`src/rtl/bq_decim_if.sv`:
```
// bq_decim_if: ready/valid result stream leaving the decimator.
//   dout_o       - result at the FIFO head (first-word fall-through)
//   dout_valid_o - FIFO not empty
//   dout_ready_i - consumer accepts dout_o
// master = bq_decim (producer), slave = consumer.
interface bq_decim_if #(
    parameter int DATAWIDTH = 16
);
    logic [DATAWIDTH-1:0] dout_o;
    logic                 dout_valid_o;
    logic                 dout_ready_i;

    modport master (output dout_o, output dout_valid_o, input dout_ready_i);
    modport slave  (input dout_o, input dout_valid_o, output dout_ready_i);
endinterface

```
`src/rtl/bq_decim.sv`:
```
// bq_decim: decimating output stage for the biquad filter.
// Averages each block of 2^LOG2_DECIM filter samples into one result and
// queues the results in a small first-word fall-through FIFO that drains
// through a ready/valid interface. Single clock domain (bq_clk_i).
//
// Ports:
//   bq_clk_i   - filter clock
//   nreset     - asynchronous active-low reset
//   enable_i   - decimator enable; low discards any partial block
//   y_i        - signed filter sample, qualified by y_valid_i
//   y_valid_i  - single-cycle sample strobe
//   dout       - bq_decim_if.master result stream (dout_o/dout_valid_o/dout_ready_i)
//   count_o    - FIFO occupancy 0..2^FIFO_AW
//   overflow_o - sticky: a result was dropped on a full FIFO
//   clr_ovf_i  - synchronous clear of overflow_o (a same-cycle overflow wins)
//
// Build option: define BQ_DECIM_ROUND_EN for round-half-up averaging;
// otherwise the average truncates toward minus infinity.
module bq_decim #(
    parameter int DATAWIDTH  = 16,
    parameter int LOG2_DECIM = 2,
    parameter int FIFO_AW    = 2
) (
    input  logic                 bq_clk_i,
    input  logic                 nreset,
    input  logic                 enable_i,
    input  logic [DATAWIDTH-1:0] y_i,
    input  logic                 y_valid_i,
    bq_decim_if.master           dout,
    output logic [FIFO_AW:0]     count_o,
    output logic                 overflow_o,
    input  logic                 clr_ovf_i
);
    localparam int AW    = DATAWIDTH + LOG2_DECIM;
    localparam int PW    = (LOG2_DECIM > 0) ? LOG2_DECIM : 1;
    localparam int CW    = FIFO_AW + 1;
    localparam int DEPTH = 1 << FIFO_AW;
    localparam logic [PW-1:0] LAST = PW'((1 << LOG2_DECIM) - 1);

    // ---------------- accumulator ----------------
    logic signed [AW-1:0]        acc;
    logic [PW-1:0]               phase;
    logic signed [DATAWIDTH-1:0] y_s;
    logic signed [AW-1:0]        y_ext;
    logic signed [AW-1:0]        sum;
    logic signed [AW-1:0]        sum_r;
    logic [DATAWIDTH-1:0]        result;
    logic                        push;

    assign y_s   = y_i;
    assign y_ext = AW'(y_s);
    assign sum   = acc + y_ext;

`ifdef BQ_DECIM_ROUND_EN
    // Half an LSB of the output (zero when not decimating); the headroom of
    // the accumulator guarantees this cannot wrap.
    localparam logic signed [AW-1:0] RND = AW'((1 << LOG2_DECIM) >> 1);
    assign sum_r = sum + RND;
`else
    assign sum_r = sum;
`endif

    // Average of a full block always fits back into DATAWIDTH bits.
    assign result = DATAWIDTH'(sum_r >>> LOG2_DECIM);
    assign push   = enable_i && y_valid_i && (phase == LAST);

    always_ff @(posedge bq_clk_i or negedge nreset) begin
        if (!nreset) begin
            acc   <= '0;
            phase <= '0;
        end else if (!enable_i) begin
            acc   <= '0;
            phase <= '0;
        end else if (y_valid_i) begin
            if (phase == LAST) begin
                acc   <= '0;
                phase <= '0;
            end else begin
                acc   <= sum;
                phase <= phase + PW'(1);
            end
        end
    end

    // ---------------- result FIFO ----------------
    logic [DATAWIDTH-1:0] mem [DEPTH];
    logic [FIFO_AW:0]     wptr;
    logic [FIFO_AW:0]     rptr;
    logic [DATAWIDTH-1:0] head;
    logic [DATAWIDTH-1:0] last_q;
    logic                 full;
    logic                 pop;
    logic                 wr_en;
    logic                 ovf_evt;

    assign full    = (count_o == CW'(DEPTH));
    assign pop     = dout.dout_valid_o && dout.dout_ready_i;
    // A full FIFO still accepts a push when the head leaves in the same cycle.
    assign wr_en   = push && (!full || pop);
    assign ovf_evt = push && full && !pop;
    assign head    = mem[rptr[FIFO_AW-1:0]];

    assign dout.dout_valid_o = (count_o != '0);
    // When empty, keep presenting the last result that left (0 after reset).
    assign dout.dout_o       = dout.dout_valid_o ? head : last_q;

    always_ff @(posedge bq_clk_i) begin
        if (wr_en) mem[wptr[FIFO_AW-1:0]] <= result;
    end

    always_ff @(posedge bq_clk_i or negedge nreset) begin
        if (!nreset) begin
            wptr       <= '0;
            rptr       <= '0;
            count_o    <= '0;
            last_q     <= '0;
            overflow_o <= 1'b0;
        end else begin
            if (wr_en) wptr <= wptr + CW'(1);
            if (pop) begin
                rptr   <= rptr + CW'(1);
                last_q <= head;
            end
            count_o <= count_o + CW'(wr_en) - CW'(pop);
            if (ovf_evt)        overflow_o <= 1'b1;
            else if (clr_ovf_i) overflow_o <= 1'b0;
        end
    end
endmodule
```
`src/flat_wrapper.sv`:
```
// flat-port wrapper written by rule: the top's interface ports become plain ports
module bq_decim_flat 
#(
    parameter int DATAWIDTH  = 16,
    parameter int LOG2_DECIM = 2,
    parameter int FIFO_AW    = 2
)
  (bq_clk_i, nreset, enable_i, y_i, y_valid_i, count_o, overflow_o, clr_ovf_i, dout_dout_o, dout_dout_valid_o, dout_dout_ready_i);
  bq_decim_if #(.DATAWIDTH(DATAWIDTH)) dout_i ();
  input  logic bq_clk_i;
  input  logic nreset;
  input  logic enable_i;
  input  logic [DATAWIDTH-1:0] y_i;
  input  logic y_valid_i;
  output logic [FIFO_AW:0] count_o;
  output logic overflow_o;
  input  logic clr_ovf_i;
  output wire logic [$bits(dout_i.dout_o)-1:0] dout_dout_o;
  output wire logic [$bits(dout_i.dout_valid_o)-1:0] dout_dout_valid_o;
  input wire logic [$bits(dout_i.dout_ready_i)-1:0] dout_dout_ready_i;
  assign dout_dout_o = dout_i.dout_o;
  assign dout_dout_valid_o = dout_i.dout_valid_o;
  assign dout_i.dout_ready_i = dout_dout_ready_i;
  bq_decim #(.DATAWIDTH(DATAWIDTH), .LOG2_DECIM(LOG2_DECIM), .FIFO_AW(FIFO_AW)) u_core (.bq_clk_i(bq_clk_i), .nreset(nreset), .enable_i(enable_i), .y_i(y_i), .y_valid_i(y_valid_i), .dout(dout_i), .count_o(count_o), .overflow_o(overflow_o), .clr_ovf_i(clr_ovf_i));
endmodule
```
`config.mk`:
```
export PLATFORM = sky130hd
export DESIGN_NAME = bq_decim_flat
export DESIGN_NICKNAME = d
export VERILOG_FILES = /design/src/rtl/bq_decim_if.sv /design/src/rtl/bq_decim.sv /design/src/flat_wrapper.sv
export SDC_FILE = /design/constraint.sdc
export NUM_CORES = 1
export LEC_CHECK = 0
export CAP_MARGIN = 20
export CORE_AREA = 2 2 95 97
export DETAILED_ROUTE_END_ITERATION = 16
export DIE_AREA = 0 0 97 99
export PLACE_DENSITY = 0.81
export SYNTH_ARGS = -nofsm -noshare
export SYNTH_HDL_FRONTEND = slang
export SYNTH_SLANG_ARGS = --single-unit
```
`constraint.sdc`:
```
create_clock -name bq_clk_i -period 5.38 [get_ports bq_clk_i]
set_input_delay 1.076 -clock bq_clk_i [delete_from_list [all_inputs] [get_ports bq_clk_i]]
set_output_delay 1.076 -clock bq_clk_i [all_outputs]
set_load 0.01 [all_outputs]
```
==> results.json, run 1 <==
{
  "synth_top_family_by_area": "multiplexers",
  "slew_headroom_pct": 40.5,
  "core_um2": 8550,
  "yosys_warnings": 0,
  "power.density_nw_per_um2": 453,
  "arrival_ps": 2610,
  "status": "finished, final reports clean",
  "drc_errors": 0,
  "syn_inst": 335,
  "worstReg2RegStart": "u_core.count_o[1]",
  "placedCellCount": 476,
  "clockBufferDepth": 2,
  "root_buffer": "clkbuf_8",
  "clock_latency_ps": 360,
  "htreeDepth": 3,
  "power_mw": 2.64,
  "clk_pin_slew_ps": 100,
  "track_usage_pct": 19.3,
  "antenna_cells": 0,
  "cts_tree": "yes",
  "drt_iter0_markers": 188,
  "synth.distinct_cells": 45,
  "syn_area_um2": 5070,
  "cp_max_fo": 10,
  "drive_above_1_share_pct": 18.9,
  "postCtsSetupRepairBufs": 0,
  "antenna_found_initial": 0,
  "cts.repair.resized": 0,
  "synth_area_leaders": "edfxtp_1 (38%), dfrtp_1 (22%), mux4_2 (7.1%)",
  "die_h_um": 99,
  "worst_slew_pin_slew_ps": 892,
  "clock_skew_ps": 12.9,
  "synthMuxAreaShare_pct": 14.4,
  "fin_nets": 429,
  "cap_violations": 0,
  "vias": 2843,
  "numCtsBuffers": 9,
  "synth_compound_area_share_pct": 9.08,
  "setup_viol": 0,
  "min_path_cells": 1,
  "detail-route-antenna-nets": 0,
  "rows": 34,
  "power.leakage_nw": 2.29,
  "reg2regPathDepth": 8,
  "grt_pass1_vias": 2878,
  "layout_min_cycle_time_ps": 3690,
  "final_cells": 494,
  "mappedNetlistNets": 383,
  "async_flop_share_pct": 40.7,
  "areaGrowthSynthToFinish_pct": 14.7,
  "synth-seq-cells": 108,
  "grt_max_degree": 45,
  "fin_setup_tns_ps": 0,
  "dp_hpwl_um": 6020,
  "initial_utilization_pct": 59.3,
  "synthTopCellsByCount": "edfxtp_1 (64), dfrtp_1 (44), mux2_2 (31)",
  "synthXorXnorAreaFrac_pct": 3.28,
  "hp-start": "u_core.last_q[11]",
  "required_ps": 4300,
  "avgSynthCellArea_um2": 15.1,
  "final_max_slew_viol_count": 0,
  "hold_viol_final": 0,
  "vdd_drop_max_mv": 0.162,
  "synthAdderAreaFrac_pct": 6.71,
  "synth-simple-area-share_pct": 5.03,
  "die_x_um": 97,
  "yosysTopAreaCellShare_pct": 37.9,
  "wl_per_cell_um": 17.7,
  "num_io_pins": 43,
  "r2r-end": "u_core.count_o[2]",
  "clock_sinks": 108,
  "drt_pass1_iterations": 4,
  "io_buffers": 42,
  "ys_seq_area_share_pct": 59.6,
  "min_to": "u_core.last_q[11]",
  "cp-end-kind": "output pin",
  "critical_path.startpoint_type": "flip-flop",
  "die_area_um2": 9600,
  "gp_congestion": 0.882,
  "fmax_mhz": 271,
  "hold-worst-slack_ps": 502,
  "overflow": 0,
  "synth_top_area_cell": "edfxtp_1",
  "synth_edf_count": 64,
  "critical_path_class": "flip-flop to output pin",
  "min_period_over_period_pct": 68.5,
  "hold_class": "flip-flop to flip-flop",
  "grt_pass1_wl_um": 14500,
  "regToRegSetupSlack_ps": 2170,
  "vias_per_cell": 5.76,
  "rsz0062_at_grt": "no",
  "ys.flop_type": "edfxtp_1",
  "postCtsHoldBufs": 0,
  "finalWirelength_um": 8770,
  "synth.most_common_cell": "edfxtp_1"
}
-- metal layers --
layer  up-vias  track usage [%]  share of wire (%)
met5         -                0                  0
met4         0             5.85               0.78
met3         6             3.76                4.5
met2        66             30.6                 48
met1      1401             27.7                 46
li1       1370                -                  -
-- cell usage in the layout, fill, tap and decap left out, types with 3 or more instances in the layout --
cell,synthesis,final
edfxtp_1,64,64
dfrtp_1,44,44
clkdlybuf4s50_1,0,41
mux2_2,31,31
ha_1,24,24
mux4_2,16,16
a22o_1,16,16
nor2_1,14,14
inv_1,11,11
xnor2_1,11,11
nand2_1,11,11
a21oi_1,9,9
a21o_1,9,9
clkbuf_8,0,9
and2_1,8,8
xor2_1,8,8
o21ai_0,7,7
o21ai_1,4,4
nand3_1,4,4
a211oi_1,3,3
o21bai_1,3,3
-- area by class of cell --
class	count	area, um2
flip-flops and latches	108	3020
fillers	567	2730
multi-input cells	205	1950
repair buffers	46	465
well taps	108	135
clock buffers	10	128
clock inverters	6	73.8
inverters	11	41.3
-- power by group --
part	total, mW	internal [mW]	leakage (nW)	switching, mW
clock network	0.495	0.221	0.0950	0.274
logic	0.992	0.563	1.07	0.430
registers	1.15	1.04	1.12	0.108
total	2.64	1.83	2.29	0.811
-- stage by stage --
step | util, % | setup slack [ps] | area, um2
after detailed placement | 65.3 | 1620 | 5580
after global placement | 65.3 | 1730 | 5580
after CTS | 67.6 | 1410 | 5780
after floorplan | - | 2350 | 5070
final | 68.1 | 1690 | 5820
after global routing | 68.1 | 1540 | 5820
-- flip-flops by register name (all words and copies together), names as in the netlist --
signal / flops
u_core.rptr: 2
u_core.wptr: 2
u_core.last_q: 16
u_core.phase: 2
u_core.count_o: 3
u_core.acc: 18
u_core.overflow_o: 1
u_core.mem: 64
-- worst max path at each step --
stage | startpoint | to | slack [ps] | depth (start not counted)
6_report | u_core.rptr[0] | dout_dout_o[12] | 1690 | 4
2_1_floorplan | y_i[0] | u_core.acc[14] | 2350 | 9
3_5_place_dp | y_i[0] | u_core.acc[12] | 1620 | 10
4_1_cts | u_core.rptr[0] | dout_dout_o[12] | 1410 | 3
3_3_place_gp | y_i[0] | u_core.acc[12] | 1730 | 10
5_1_grt | u_core.rptr[0] | dout_dout_o[12] | 1540 | 4
-- kinds of logic after synthesis --
family,after synthesis
DFF,108
AOI/OAI and AO/OA,62
muxes,49
and+or+nand+nor,49
adders and majority gates,26
buffers and inverters,22
xor gates and xnor gates,19
-- critical path: stages (launching register included) --
cell and delay (ps):
dfrtp_1 720, buf_8 230, mux4_2 520, mux2_2 280, clkdlybuf4s50_1 490
Power figures use the tool's default switching activity.
==> run 2, diff against run 1 <==
--- a/config.mk
+++ b/config.mk
@@ -6,10 +6,10 @@
 export NUM_CORES = 1
 export LEC_CHECK = 0
 export CAP_MARGIN = 20
-export CORE_AREA = 2 2 95 97
+export CORE_AREA = 2 2 102 104
 export DETAILED_ROUTE_END_ITERATION = 16
-export DIE_AREA = 0 0 97 99
-export PLACE_DENSITY = 0.81
+export DIE_AREA = 0 0 104 106
+export PLACE_DENSITY = 0.75
 export SYNTH_ARGS = -nofsm -noshare
 export SYNTH_HDL_FRONTEND = slang
 export SYNTH_SLANG_ARGS = --single-unit
==> constraint.sdc (replaced) <==
create_clock -name bq_clk_i -period 3.22 [get_ports bq_clk_i]
set_input_delay 0.644 -clock bq_clk_i [delete_from_list [all_inputs] [get_ports bq_clk_i]]
set_output_delay 0.644 -clock bq_clk_i [all_outputs]
set_load 0.01 [all_outputs]
==> results.json, run 2 (synthesized netlist as in run 1, its figures left out) <==
{
  "status": "finished, final reports clean",
  "wl_per_cell_um": 16.1,
  "cp-end-kind": "output pin",
  "critical_path_class": "flip-flop to output pin",
  "final_util_pct": 59.4,
  "io_buffers": 42,
  "antenna_found_initial": 0,
  "fin_nets": 439,
  "slew_headroom_pct": 50.9,
  "grt_max_degree": 45,
  "layout_min_cycle_time_ps": 3010,
  "clockBufferDepth": 2,
  "clock_sinks": 108,
  "cts.repair.resized": 0,
  "final_cells": 532,
  "vdd_drop_max_mv": 0.268,
  "crit_path_cell_trace": "buf_4 > mux4_2 > mux2_2 > clkdlybuf4s50_1",
  "drt_pass1_iterations": 4,
  "final_cell_area_um2": 5940,
  "rsz0062_at_grt": "no",
  "worst_slew_pin_slew_ps": 737,
  "final_cell_mix": "edfxtp_1 (64), dfrtp_1 (44), clkdlybuf4s50_1 (41), mux2_2 (31), ha_1 (24)",
  "mostFrequentLayoutCell": "edfxtp_1",
  "reg2regPathDepth": 8,
  "power.density_nw_per_um2": 750,
  "clock_skew_ps": 6.82,
  "initial_utilization_pct": 50.7,
  "required_ps": 2580,
  "finalWirelength_um": 8570,
  "track_usage_pct": 17.2,
  "setup_viol": 0,
  "postCtsSetupRepairBufs": 0,
  "fillCellCount": 779,
  "drive_above_1_share_pct": 21.0,
  "die_h_um": 106,
  "die_area_um2": 11000,
  "postCtsHoldBufs": 0,
  "vias_per_cell": 5.44,
  "cts_tree": "yes",
  "cp_max_fo": 18,
  "grt_pass1_wl_um": 14600,
  "dp_hpwl_um": 5930,
  "clk_pin_slew_ps": 90,
  "cpPeakStageDelay_ps": 590,
  "critical_path.startpoint_type": "flip-flop",
  "largest_reg_flops": 64,
  "clock_latency_ps": 360,
  "htreeDepth": 3,
  "core_um2": 10000,
  "drt_iter0_markers": 100,
  "arrival_ps": 2360,
  "vias": 2892,
  "hold_class": "primary input to asynchronous set/reset pin",
  "fmax_mhz": 332,
  "gp_congestion": 0.803,
  "drc_errors": 0,
  "min_period_over_period_pct": 93.4,
  "rows": 37,
  "hold_viol_final": 0,
  "die_x_um": 104,
  "root_buffer": "clkbuf_8",
  "fin_setup_tns_ps": 0,
  "slowest_stage": "mux4_2",
  "detail-route-antenna-nets": 0,
  "grt_pass1_vias": 2925,
  "antenna_cells": 0,
  "power_mw": 4.45,
  "power.leakage_nw": 2.35,
  "cap_violations": 0,
  "postPlaceCellArea_um2": 5700,
  "placedCellCount": 515,
  "numCtsBuffers": 9,
  "areaGrowthSynthToFinish_pct": 17.0,
  "overflow": 0,
  "num_io_pins": 43,
  "final_max_slew_viol_count": 0
}
==> run 2: report_power, final <==
group | switching [mW] | leakage, nW | internal (mW)
clock network | 0.420 | 0.113 | 0.456
registers | 0.102 | 1.12 | 1.74
logic | 0.780 | 1.12 | 0.949
==> run 2: worst max-delay path, delay by kind of cell (launching register included) <==
family	cells	cell delay, ps
buf+inv	2	800
mux	2	870
flops	1	330
==> run 2: stage by stage <==
stage / hold slack (ps) / setup WS (ps)
floorplan: 348 / 568
global placement: 466 / 89.3
detailed placement: 476 / 28.0
CTS: 484 / 161
global route: 192 / 63.3
finish: 187 / 211
==> run 2: cell type report <==
cell class              count  area [um2]  share of cell area, %
clock buffers              11         141                   2.38
clock inverters             5        75.1                   1.26
inverters                  11        41.3                  0.695
multi-input cells         205        1950                   32.9
flip-flops and latches    108        3020                   50.9
well taps                 136         170                   2.87
repair buffers             56         533                   8.98
==> run 2: metal layers <==
metal	track usage, %	wire [um]
met3	3.86	344
met1	23.2	3970
met2	27.6	4140
met4	6.37	108
met5	0	0
==> run 2: worst paths after layout <==
kind,slack (ps),from,endpoint
min in group bq_clk_i,490,u_core.last_q[11],u_core.last_q[11]
setup reg to reg,470,u_core.count_o[1],u_core.count_o[2]
hold / removal,190,nreset,u_core.acc[0]
setup / recovery,210,u_core.rptr[0],dout_dout_o[12]
max in group asynchronous,2530,nreset,u_core.last_q[13]
hold reg to reg,490,u_core.last_q[11],u_core.last_q[11]
==> run 3, diff against run 2 <==
--- a/config.mk
+++ b/config.mk
@@ -6,10 +6,11 @@
 export NUM_CORES = 1
 export LEC_CHECK = 0
 export CAP_MARGIN = 20
-export CORE_AREA = 2 2 102 104
+export CORE_AREA = 2 2 100 102
+export CTS_BUF_LIST = sky130_fd_sc_hd__clkbuf_4
 export DETAILED_ROUTE_END_ITERATION = 16
-export DIE_AREA = 0 0 104 106
-export PLACE_DENSITY = 0.75
+export DIE_AREA = 0 0 102 104
+export PLACE_DENSITY = 0.77
 export SYNTH_ARGS = -nofsm -noshare
 export SYNTH_HDL_FRONTEND = slang
 export SYNTH_SLANG_ARGS = --single-unit
==> results.json, run 3 (synthesized netlist as in run 1, its figures left out) <==
{
  "p_int_mw": 2.93,
  "power.density_nw_per_um2": 725,
  "wl_met3_um": 332,
  "arrival_ps": 2420,
  "rsz0062_at_grt": "no",
  "track_usage_pct": 18.0,
  "clock_skew_ps": 17.0,
  "vias_per_cell": 5.46,
  "routedLengthMet1_um": 4090,
  "required_ps": 2580,
  "clock_sinks": 108,
  "worst_slew_pin_slew_ps": 567,
  "overflow": 0,
  "cap_violations": 0,
  "fin_nets": 437,
  "clock_latency_ps": 450,
  "combPwrFrac_pct": 41.1,
  "final_cell_mix": "edfxtp_1 (64), dfrtp_1 (44), clkdlybuf4s50_1 (41), mux2_2 (31), ha_1 (24)",
  "final_util_pct": 61.2,
  "num_io_pins": 43,
  "die_x_um": 102,
  "wl_per_cell_um": 16.6,
  "areaGrowthSynthToFinish_pct": 15.1,
  "mostFrequentLayoutCell": "edfxtp_1",
  "hold_viol_final": 0,
  "critical_path_class": "flip-flop to output pin",
  "grt_pass1_vias": 2901,
  "grt_max_degree": 45,
  "cpPeakStageDelay_ps": 580,
  "drc_errors": 0,
  "hold_class": "primary input to asynchronous set/reset pin",
  "status": "finished, final reports clean",
  "clk_pin_slew_ps": 150,
  "die_area_um2": 10600,
  "finalWirelength_um": 8790,
  "layout_min_cycle_time_ps": 3070,
  "final_max_slew_viol_count": 0,
  "core_um2": 9550,
  "power_mw": 4.23,
  "cts_tree": "yes",
  "cp_max_fo": 18,
  "p_sw_mw": 1.30,
  "crit_path_cell_trace": "buf_6 > mux4_2 > mux2_2 > clkdlybuf4s50_1",
  "vias": 2885,
  "die_h_um": 104,
  "setup_viol": 0,
  "topRoutingLayerUsed": "met4",
  "antenna_found_initial": 1,
  "htreeDepth": 3,
  "gp_congestion": 0.870,
  "p_clk_share_pct": 15.2,
  "root_buffer": "clkbuf_4",
  "wl_met2_um": 4200,
  "postCtsHoldBufs": 0,
  "slew_headroom_pct": 61.7,
  "critical_path.startpoint_type": "flip-flop",
  "fmax_mhz": 326,
  "slowest_stage": "mux4_2",
  "io_buffers": 42,
  "seqPwrFrac_pct": 43.7,
  "initial_utilization_pct": 53.1,
  "drt_iter0_markers": 123,
  "vdd_drop_max_mv": 0.289,
  "power.leakage_nw": 2.30,
  "cp-end-kind": "output pin",
  "min_period_over_period_pct": 95.2,
  "largest_reg_flops": 64,
  "p_sw_share_pct": 30.8,
  "numCtsBuffers": 9,
  "grt_pass1_wl_um": 14300,
  "rows": 36,
  "drt_pass1_iterations": 4,
  "dp_hpwl_um": 6010,
  "detail-route-antenna-nets": 0,
  "clockBufferDepth": 2,
  "fillCellCount": 758,
  "drive_above_1_share_pct": 20.6
}
[run 3: changes by cell type in the layout (fill, tap and decap cells not counted), moves of 2 or more]
cell,previous run,this run
clkinv_1,0,2
clkbuf_8,10,0
clkbuf_4,0,10
buf_4,13,10
[run 3: what timing repair did]
item                                   4_1_cts  5_1_grt
endpoints found under the hold margin        0        0
buffers inserted                             0        0
gates resized for setup                      0        2
setup endpoints to repair                    0       16
[run 3: stage by stage]
step | std cells | cell area, um2 | hold slack, ps | setup slack (ps) | TNS [ps]
after CTS | 526 | 5810 | 390 | 29.7 | 0
after global routing | 528 | 5840 | 15.8 | 15.9 | 0
final | 528 | 5840 | 39.5 | 154 | 0
after floorplan | 335 | 5070 | 348 | 568 | 0
after detailed placement | 510 | 5680 | 490 | -42.1 | -126
after global placement | 510 | 5680 | 465 | 98.4 | 0
[run 3: path summary, 6_finish.rpt]
check                                       start  slack, ps  depth (start not counted)                 to
min in group bq_clk_i              u_core.acc[15]        520                          1     u_core.acc[15]
worst max register to register  u_core.count_o[1]        550                          8  u_core.count_o[2]
worst max-delay path               u_core.rptr[0]        150                          4    dout_dout_o[12]
worst min register to register     u_core.acc[15]        520                          1     u_core.acc[15]
max in group asynchronous                  nreset       2680                          2   u_core.last_q[2]
worst min-delay path                       nreset         40                          1      u_core.acc[5]
[run 3: worst max-delay path: cells and delay by family, from the launching register on]
family	cells	cell delay [ps]
buffers and inverters	2	730
flip-flops	1	370
multiplexers	2	870
[run 3: per-layer routing]
layer	vias to the layer above	global-route usage [%]
met5	-	0
met4	0	6.10
met3	11	3.83
met2	48	27.8
met1	1442	25.6
li1	1384	-
[run 3: cell type report]
class,count,area [um2],share of cell area (%)
Inverter,11,41.3,0.707
Tap cell,133,166,2.85
Clock buffer,10,75.1,1.29
Sequential cell,108,3020,51.8
Antenna cell,1,2.50,0.0429
Clock inverter,6,55.1,0.943
Timing Repair Buffer,54,522,8.94
Multi-Input combinational cell,205,1950,33.5
[run 3: power groups by stage]
stage	combinational [mW]	clock (mW)	sequential, mW
detailed placement	1.74	0	1.88
finish	1.74	0.644	1.85
global placement	1.71	0	1.86
CTS	1.76	0.669	1.85
floorplan	1.15	0	1.86
global route	1.90	0.725	1.88
